<file path="config.mk">
export PLATFORM = sky130hd
export DESIGN_NAME = decoder_nto2n_seq
export DESIGN_NICKNAME = d
export VERILOG_FILES = /design/src/rtl/decoder_pkg.sv /design/src/rtl/decoder_nto2n.sv /design/src/rtl/decoder_nto2n_seq.sv
export SDC_FILE = /design/constraint.sdc
export NUM_CORES = 1
export LEC_CHECK = 0
export ABC_AREA = 0
export ABC_CLOCK_PERIOD_IN_PS = 1560
export BUFFER_PORTS_ARGS = -buffer_cell sky130_fd_sc_hd__buf_2
export CAP_MARGIN = 5
export CELL_PAD_IN_SITES_DETAIL_PLACEMENT = 1
export CELL_PAD_IN_SITES_GLOBAL_PLACEMENT = 1
export CORE_MARGIN = 2
export CORE_UTILIZATION = 34
export CTS_CLUSTER_SIZE = 20
export DETAILED_ROUTE_END_ITERATION = 7
export GPL_TIMING_DRIVEN = 0
export PLACE_DENSITY = 0.68
export SETUP_SLACK_MARGIN = 0.15
export SLEW_MARGIN = 20
export SYNTH_ARGS = -nofsm -noshare
export SYNTH_HDL_FRONTEND = slang
export SYNTH_SLANG_ARGS = --single-unit
export TNS_END_PERCENT = 50
</file>
<file path="constraint.sdc">
create_clock -name clk -period 1.56 [get_ports clk]
set_clock_uncertainty 0.1 [all_clocks]
set_input_delay 0.234 -clock clk [delete_from_list [all_inputs] [get_ports clk]]
set_output_delay 0.234 -clock clk [all_outputs]
set_load 0.01 [all_outputs]
</file>
<file path="src/rtl/decoder_pkg.sv">
// Shared types and the one-hot helper for the registered N-to-2^N select decoder.
package decoder_pkg;

  typedef enum logic [1:0] {
    LEVEL = 2'b00,
    PULSE = 2'b01,
    SCAN  = 2'b10,
    RSVD  = 2'b11
  } mode_e;

  typedef enum logic [1:0] {
    IDLE,
    HOLD,
    PULSE_S,
    SCAN_S
  } state_e;

  localparam int unsigned MaxSelW = 8;
  localparam int unsigned MaxOutW = 1 << MaxSelW;

  // Callers truncate the result to their own line count.
  function automatic logic [MaxOutW-1:0] onehot_dec(input logic [MaxSelW-1:0] sel,
                                                    input logic               en);
    logic [MaxOutW-1:0] v;
    v = '0;
    if (en) v[sel] = 1'b1;
    return v;
  endfunction

endpackage

</file>
<file path="src/rtl/decoder_nto2n.sv">
// Combinational SEL_W-to-2^SEL_W one-hot decoder; all-zero when en is low.
module decoder_nto2n
  import decoder_pkg::*;
#(
  parameter  int unsigned SEL_W = 2,
  localparam int unsigned OUT_W = 1 << SEL_W
) (
  input  logic [SEL_W-1:0] sel,
  input  logic             en,
  output logic [OUT_W-1:0] out
);

  assign out = OUT_W'(onehot_dec(MaxSelW'(sel), en));

endmodule

</file>
<file path="src/rtl/decoder_nto2n_seq.sv">
// Registered one-hot select generator with LEVEL, PULSE and SCAN modes behind a
// valid/ready input handshake.
module decoder_nto2n_seq
  import decoder_pkg::*;
#(
  parameter  int unsigned SEL_W     = 2,
  parameter  int unsigned PULSE_LEN = 1,
  parameter  int unsigned DWELL     = 4,
  localparam int unsigned OUT_W     = 1 << SEL_W
) (
  input  logic             clk,
  input  logic             rst_n,
  input  logic             enable,
  input  logic [1:0]       mode,
  input  logic             in_valid,
  output logic             in_ready,
  input  logic [SEL_W-1:0] in_sel,
  output logic [OUT_W-1:0] out,
  output logic             out_valid,
  output logic             busy
);

  localparam int unsigned PCW = $clog2(PULSE_LEN + 1);
  localparam int unsigned DCW = $clog2(DWELL + 1);
  localparam logic [PCW-1:0] PulseLast = PCW'(PULSE_LEN - 1);
  localparam logic [DCW-1:0] DwellLast = DCW'(DWELL - 1);

  mode_e            mode_in;
  state_e           state_q, state_d;
  logic [OUT_W-1:0] out_q, out_d;
  logic [PCW-1:0]   pcnt_q, pcnt_d;
  logic [DCW-1:0]   dcnt_q, dcnt_d;
  logic             out_valid_q, busy_q;
  logic             accept, scan_start, dec_en;
  logic [SEL_W-1:0] dec_sel;
  logic [OUT_W-1:0] dec_out;

  assign mode_in = mode_e'(mode);

  assign in_ready = rst_n && enable && (state_q == IDLE || state_q == HOLD) &&
                    (mode_in == LEVEL || mode_in == PULSE);
  assign accept   = in_valid && in_ready;

  assign scan_start = enable && (mode_in == SCAN) && (state_q == IDLE || state_q == HOLD);

  // Scan entry reuses the decoder to load line 0.
  assign dec_sel = scan_start ? '0 : in_sel;
  assign dec_en  = accept || scan_start;

  decoder_nto2n #(
    .SEL_W (SEL_W)
  ) u_dec (
    .sel (dec_sel),
    .en  (dec_en),
    .out (dec_out)
  );

  always_comb begin
    state_d = state_q;
    out_d   = out_q;
    pcnt_d  = pcnt_q;
    dcnt_d  = dcnt_q;
    if (!enable) begin
      state_d = IDLE;
      out_d   = '0;
      pcnt_d  = '0;
      dcnt_d  = '0;
    end else begin
      unique case (state_q)
        IDLE, HOLD: begin
          if (scan_start) begin
            state_d = SCAN_S;
            out_d   = dec_out;
            dcnt_d  = '0;
          end else if (accept) begin
            state_d = (mode_in == PULSE) ? PULSE_S : HOLD;
            out_d   = dec_out;
            pcnt_d  = '0;
          end else if (mode_in == RSVD) begin
            state_d = IDLE;
            out_d   = '0;
          end
        end
        PULSE_S: begin
          if (pcnt_q == PulseLast) begin
            state_d = IDLE;
            out_d   = '0;
            pcnt_d  = '0;
          end else begin
            pcnt_d = pcnt_q + PCW'(1);
          end
        end
        SCAN_S: begin
          if (mode_in != SCAN) begin
            state_d = IDLE;
            out_d   = '0;
            pcnt_d  = '0;
            dcnt_d  = '0;
          end else if (dcnt_q == DwellLast) begin
            dcnt_d = '0;
            out_d  = {out_q[OUT_W-2:0], out_q[OUT_W-1]};
          end else begin
            dcnt_d = dcnt_q + DCW'(1);
          end
        end
        default: begin
          state_d = IDLE;
          out_d   = '0;
          pcnt_d  = '0;
          dcnt_d  = '0;
        end
      endcase
    end
  end

  always_ff @(posedge clk) begin
    if (!rst_n) begin
      state_q     <= IDLE;
      out_q       <= '0;
      pcnt_q      <= '0;
      dcnt_q      <= '0;
      out_valid_q <= 1'b0;
      busy_q      <= 1'b0;
    end else begin
      state_q     <= state_d;
      out_q       <= out_d;
      pcnt_q      <= pcnt_d;
      dcnt_q      <= dcnt_d;
      out_valid_q <= |out_d;
      busy_q      <= (state_d == PULSE_S) || (state_d == SCAN_S);
    end
  end

  assign out       = out_q;
  assign out_valid = out_valid_q;
  assign busy      = busy_q;

endmodule

</file>
# Word-level counts from Yosys, hierarchy flattened
# Cells that the tools add are included.
# op_classes
eq_ne,14
shift,0
n_reduce_logical,19
bitwise_logic,0
muxes,29
n_div,0
mul,0
magnitude_cmp,2
add_sub_neg,2
# ops
cell,count
$mux 4,8
$mux 2,8
$eq 2x2->1 const B,6
$pmux 4 s3,1
$ne 2x2->1 const B,5
$lt 2x9->1 const B,1
$mux 3,3
$logic_and 1x1->1,7
$pmux 2 s3,1
$pmux 3 s2,1
$mux 1,5
$eq 2x1->1 const B,2
$logic_not 2->1,2
$logic_or 1x1->1,4
$reduce_and 2->1,2
$reduce_or 4->1,1
$add 3x1->3 const B,1
$eq 3x2->1 const B,1
$pmux 1 s3,1
$reduce_and 3->1,1
$demux 1 s2,1
$ge 2x1->1 const B,1
$reduce_bool 2->1,1
$reduce_or 2->1,1
$add 1x1->1 const B,1
# totals
register_bits,12
n_memories,0
out_inout_bits,7
input_bits,8
mem_bits_ro,0
ramBits,0
latchBits,0
wordCells,72

# Depth between registers and ports, before layout
# depth
word_depth,14
mapped_depth,6
depth_no_buf,5

# Cells and area by module
# Synthesis repeated with hierarchy kept, for this count alone.
# hier_totals
hier_cells,76
area_unflattened_um2,701.9
# by_module_without_submodules
module,area_each_um2,instances,cells_per_inst
decoder_nto2n_seq,664.4,1,72
decoder_nto2n,37.5,1,4

# Worst setup path before layout
# Ideal clock, no wire load.
# synth_path
path_kind,register to register
from,reg dcnt_q[0]
to,"reg out_valid_q, in the netlist out_valid"
path_slack_ps,-170
synth_period_minus_slack_ps,1730
required_time_ps,1335
setup_ps,125
stages_incl_launch_ff,7
arrival_time_ps,1505
n_path_buf,1
cell_sequence,dfxtp_1 > ha_1 > nand2b_1 > clkbuf_1 > mux2i_1 > o211ai_1 > o41a_1
# synth_via
elab_chain_cells,6
# synth_rtl
item,line,text
from (decl),decoder_nto2n_seq.sv:32,"logic [DCW-1:0] dcnt_q, dcnt_d;"
from (signal assigned),decoder_nto2n_seq.sv:128,dcnt_q <= dcnt_d;
$eq 3x2->1,decoder_nto2n_seq.sv:99,end else if (dcnt_q == DwellLast) begin
$mux 4,decoder_nto2n_seq.sv:99,
$mux 4,decoder_nto2n_seq.sv:94,if (mode_in != SCAN) begin
$pmux 4 s3,decoder_nto2n_seq.sv:69,unique case (state_q)
$mux 4,decoder_nto2n_seq.sv:63,if (!enable) begin
$reduce_or 4->1,decoder_nto2n_seq.sv:129,out_valid_q <= |out_d;
to (signal assigned),decoder_nto2n_seq.sv:129,
to (decl),decoder_nto2n_seq.sv:33,"logic out_valid_q, busy_q;"
# Every way passes these cells.
# A chain may end at the register's enable or synchronous reset.

# Worst setup path in the final report
# Ends and elaborated chain as after synthesis.

==> impl_metrics.py <==
metrics = {
    "status": {
        "status": "finished, violations left",
        "violations": "setup timing",
    },
    "setup_path": {
        "crit_path_cell_trace": "ha_4 -> nand2b_4 -> buf_8 -> a221oi_2 -> a211oi_2 -> o41a_1",
        "startpoint": "dcnt_q[0]",
        "start_kind": "register",
        "crit_fanout": 6,
        "critical_path.endpoint_type": "register",
        "crit_buf_inv": 1,
        "cp_top_family": "compound AO/OA/AOI/OAI gates",
        "r2r_start": "dcnt_q[0]",
        "slowest_stage": "o41a_1",
        "crit_type": "reg -> reg",
        "critPathMaxStageDelay_ns": 0.43,
        "cp.required_ns": 1.61,
        "crit_arrival_ns": 1.71,
    },
    "sta": {
        "worst_pin_slew_ns": 0.403,
        "hold_viol_final": 0,
        "finalMaxSlewViolations": 0,
        "setup_tns_ns": -0.0950,
        "setup_viol": 1,
        "max_freq_ghz": 0.604,
        "period_needed_ns": 1.65,
        "worst_slack_ns": -0.0950,
        "maxSlewHeadroom_pct": 73.2,
        "rsz0062_at_grt": "true",
        "post-route-period-util_pct": 106,
    },
    "cts": {
        "cts_tree": "done",
        "htreeDepth": 1,
        "root_buffer": "clkbuf_4",
        "cts_hold_buf": 0,
        "numCtsBuffers": 3,
        "worstSkewPairLatency_ns": 0.27,
        "path_clk_slew_ns": 0.07,
        "cts_buffer_depth": 2,
        "cts_sinks": 10,
    },
    "synth": {
        "synth_top_flop_cell": "dfxtp_1",
        "synth_nets": 80,
        "synth-async-reset-ratio_pct": 0,
        "syn-cell-area_um2": 647,
        "synth_cells": 71,
        "syn_area_per_cell_um2": 9.11,
        "ys_seq_area_share_pct": 30.9,
        "ys_warn_count": 0,
        "ys_ff_latch": 10,
        "synth.distinct_cells": 33,
        "synth-edff-count": 0,
    },
    "routing": {
        "dr.pass1.iters": 3,
        "via_count": 638,
        "drc": 0,
        "wirelength_mm": 1.64,
        "ant_nets": 0,
        "routed_via_density": 5.60,
        "drt_iter0_markers": 3,
        "post_drt_wl_per_cell_um": 14.4,
    },
    "hold_path": {
        "min_path_type": "in -> reg",
        "hp-start": "enable",
    },
    "place": {
        "dpl_cell_area_um2": 795,
        "place.gp.congestion": 0.718,
        "dp_hpwl_mm": 1.17,
        "portBuffers": 11,
    },
    "global_routing": {
        "track_usage_pct": 15.6,
        "antenna_found_initial": 0,
        "grt_pass1_vias": 528,
        "grt_pass1_wl_mm": 2.37,
        "grt_overflow": 0,
        "grt_start_max_net_pins": 11,
    },
    "power_and_ir_drop": {
        "leakagePower_nw": 0.362,
        "ir_drop_mv": 0.414,
        "cellPowerDensity_nw_per_um2": 663,
    },
    "floorplan": {
        "core_area_um2": 1760,
        "die_area_um2": 2270,
        "io_pins": 15,
        "die_h_um": 47.6,
        "die_x_um": 47.6,
        "start_util_pct": 36.7,
        "rows": 15,
    },
    "cells_and_area": {
        "nFillCells": 218,
        "syn2layout_area_growth_pct": 37.3,
        "drive_gt1_share_pct": 41.6,
        "design_area_um2": 888,
        "antenna_cells": 0,
        "num-nets-final": 99,
    },
    "run": {
        "maxCapViolations": 0,
    },
}
-- per-stage QoR --
step / util, % / instances / power, mW / worst slack [ns] / hold slack [ns]
6_report: 50.4 / 114 / 0.589 / -0.0950 / 0.153
5_1_grt: 50.4 / 114 / 0.623 / -0.155 / 0.148
4_1_cts: 47.5 / 112 / 0.598 / -0.107 / 0.135
3_5_place_dp: 45.0 / 107 / 0.352 / -0.169 / 0.376
3_3_place_gp: 45.0 / 107 / 0.352 / -0.171 / 0.374
2_1_floorplan: - / 71 / 0.326 / -0.00315 / 0.256
-- flip-flops by register name, summed over array words and instances, names as in the netlist --
name       cells
out            4
dcnt_q         3
busy           1
out_valid      1
state_q        1
-- cell type report --
class                   count  area [um^2]  share of cell area [%]
multi-input cells          52          462                    52.0
flip-flops and latches     10          204                    23.0
repair buffers             14         83.8                    9.44
plain buffers               6         60.1                    6.76
clock buffers               4         36.3                    4.08
well taps                  25         31.3                    3.52
inverters                   3         11.3                    1.27
-- path summary, 6_finish.rpt --
kind         depth (start not counted)  slack, ns        end
max                                  6      -0.09  out_valid
min                                  2       0.15  dcnt_q[2]
max reg2reg                          6      -0.09  out_valid
min reg2reg                          1       0.39  dcnt_q[2]
-- cells by family (layout without fill, tap and decap cells) --
logic type | after synthesis | in the layout | synth area share, %
buf+inv | 9 | 27 | 7.93
mux | 4 | 4 | 6.19
simple gates | 22 | 22 | 21.9
compound gates | 25 | 25 | 31.1
flops | 10 | 10 | 30.9
fa+ha+maj | 1 | 1 | 1.93
-- timing repair --
action,4_1_cts,5_1_grt
pin swaps,0,6
setup endpoints to repair,5,7
gates resized for setup,0,7
setup buffers,1,2
-- cells in the final DEF, fill, tap and decap left out, types with 2 or more instances in the layout --
cell,instances
and3b_1,2
and2_1,4
o21a_1,2
buf_4,4
nor2_1,4
a21oi_1,4
clkbuf_4,3
a41oi_2,2
mux2i_1,3
inv_1,3
o211ai_1,4
nand2_1,2
dfxtp_2,3
buf_2,10
nand2b_4,2
a221oi_2,3
buf_6,4
dfxtp_1,7
-- layer usage --
metal  up-vias  part of all wire, %  GRT usage, %
met4         0                  2.1          11.4
met1       302                   52          21.3
li1        319                    -             -
met3         4                  2.4          2.26
met2        13                   44          22.2
met5         -                    0             0
-- power breakdown --
group | switching (mW) | internal, mW
clock | 0.0972 | 0.142
sequential | 0.00343 | 0.260
combinational | 0.0484 | 0.0383
total | 0.149 | 0.440
-- synthesized netlist by cell type, types with 2 or more instances --
cell type  count  share of area (%)
dfxtp_1       10                 31
a21oi_1        4                3.1
a221oi_1       4                5.4
and2_1         4                3.9
mux2i_1        4                6.2
nor2_1         4                2.3
o211ai_1       4                4.6
inv_1          3                1.7
nand2b_1       3                2.9
a41oi_1        2                2.7
and3b_1        2                2.7
buf_2          2                1.5
buf_6          2                3.5
clkbuf_1       2                1.2
nand2_1        2                1.2
o21a_1         2                2.3
Note: power is estimated with default switching activity, not from simulation.
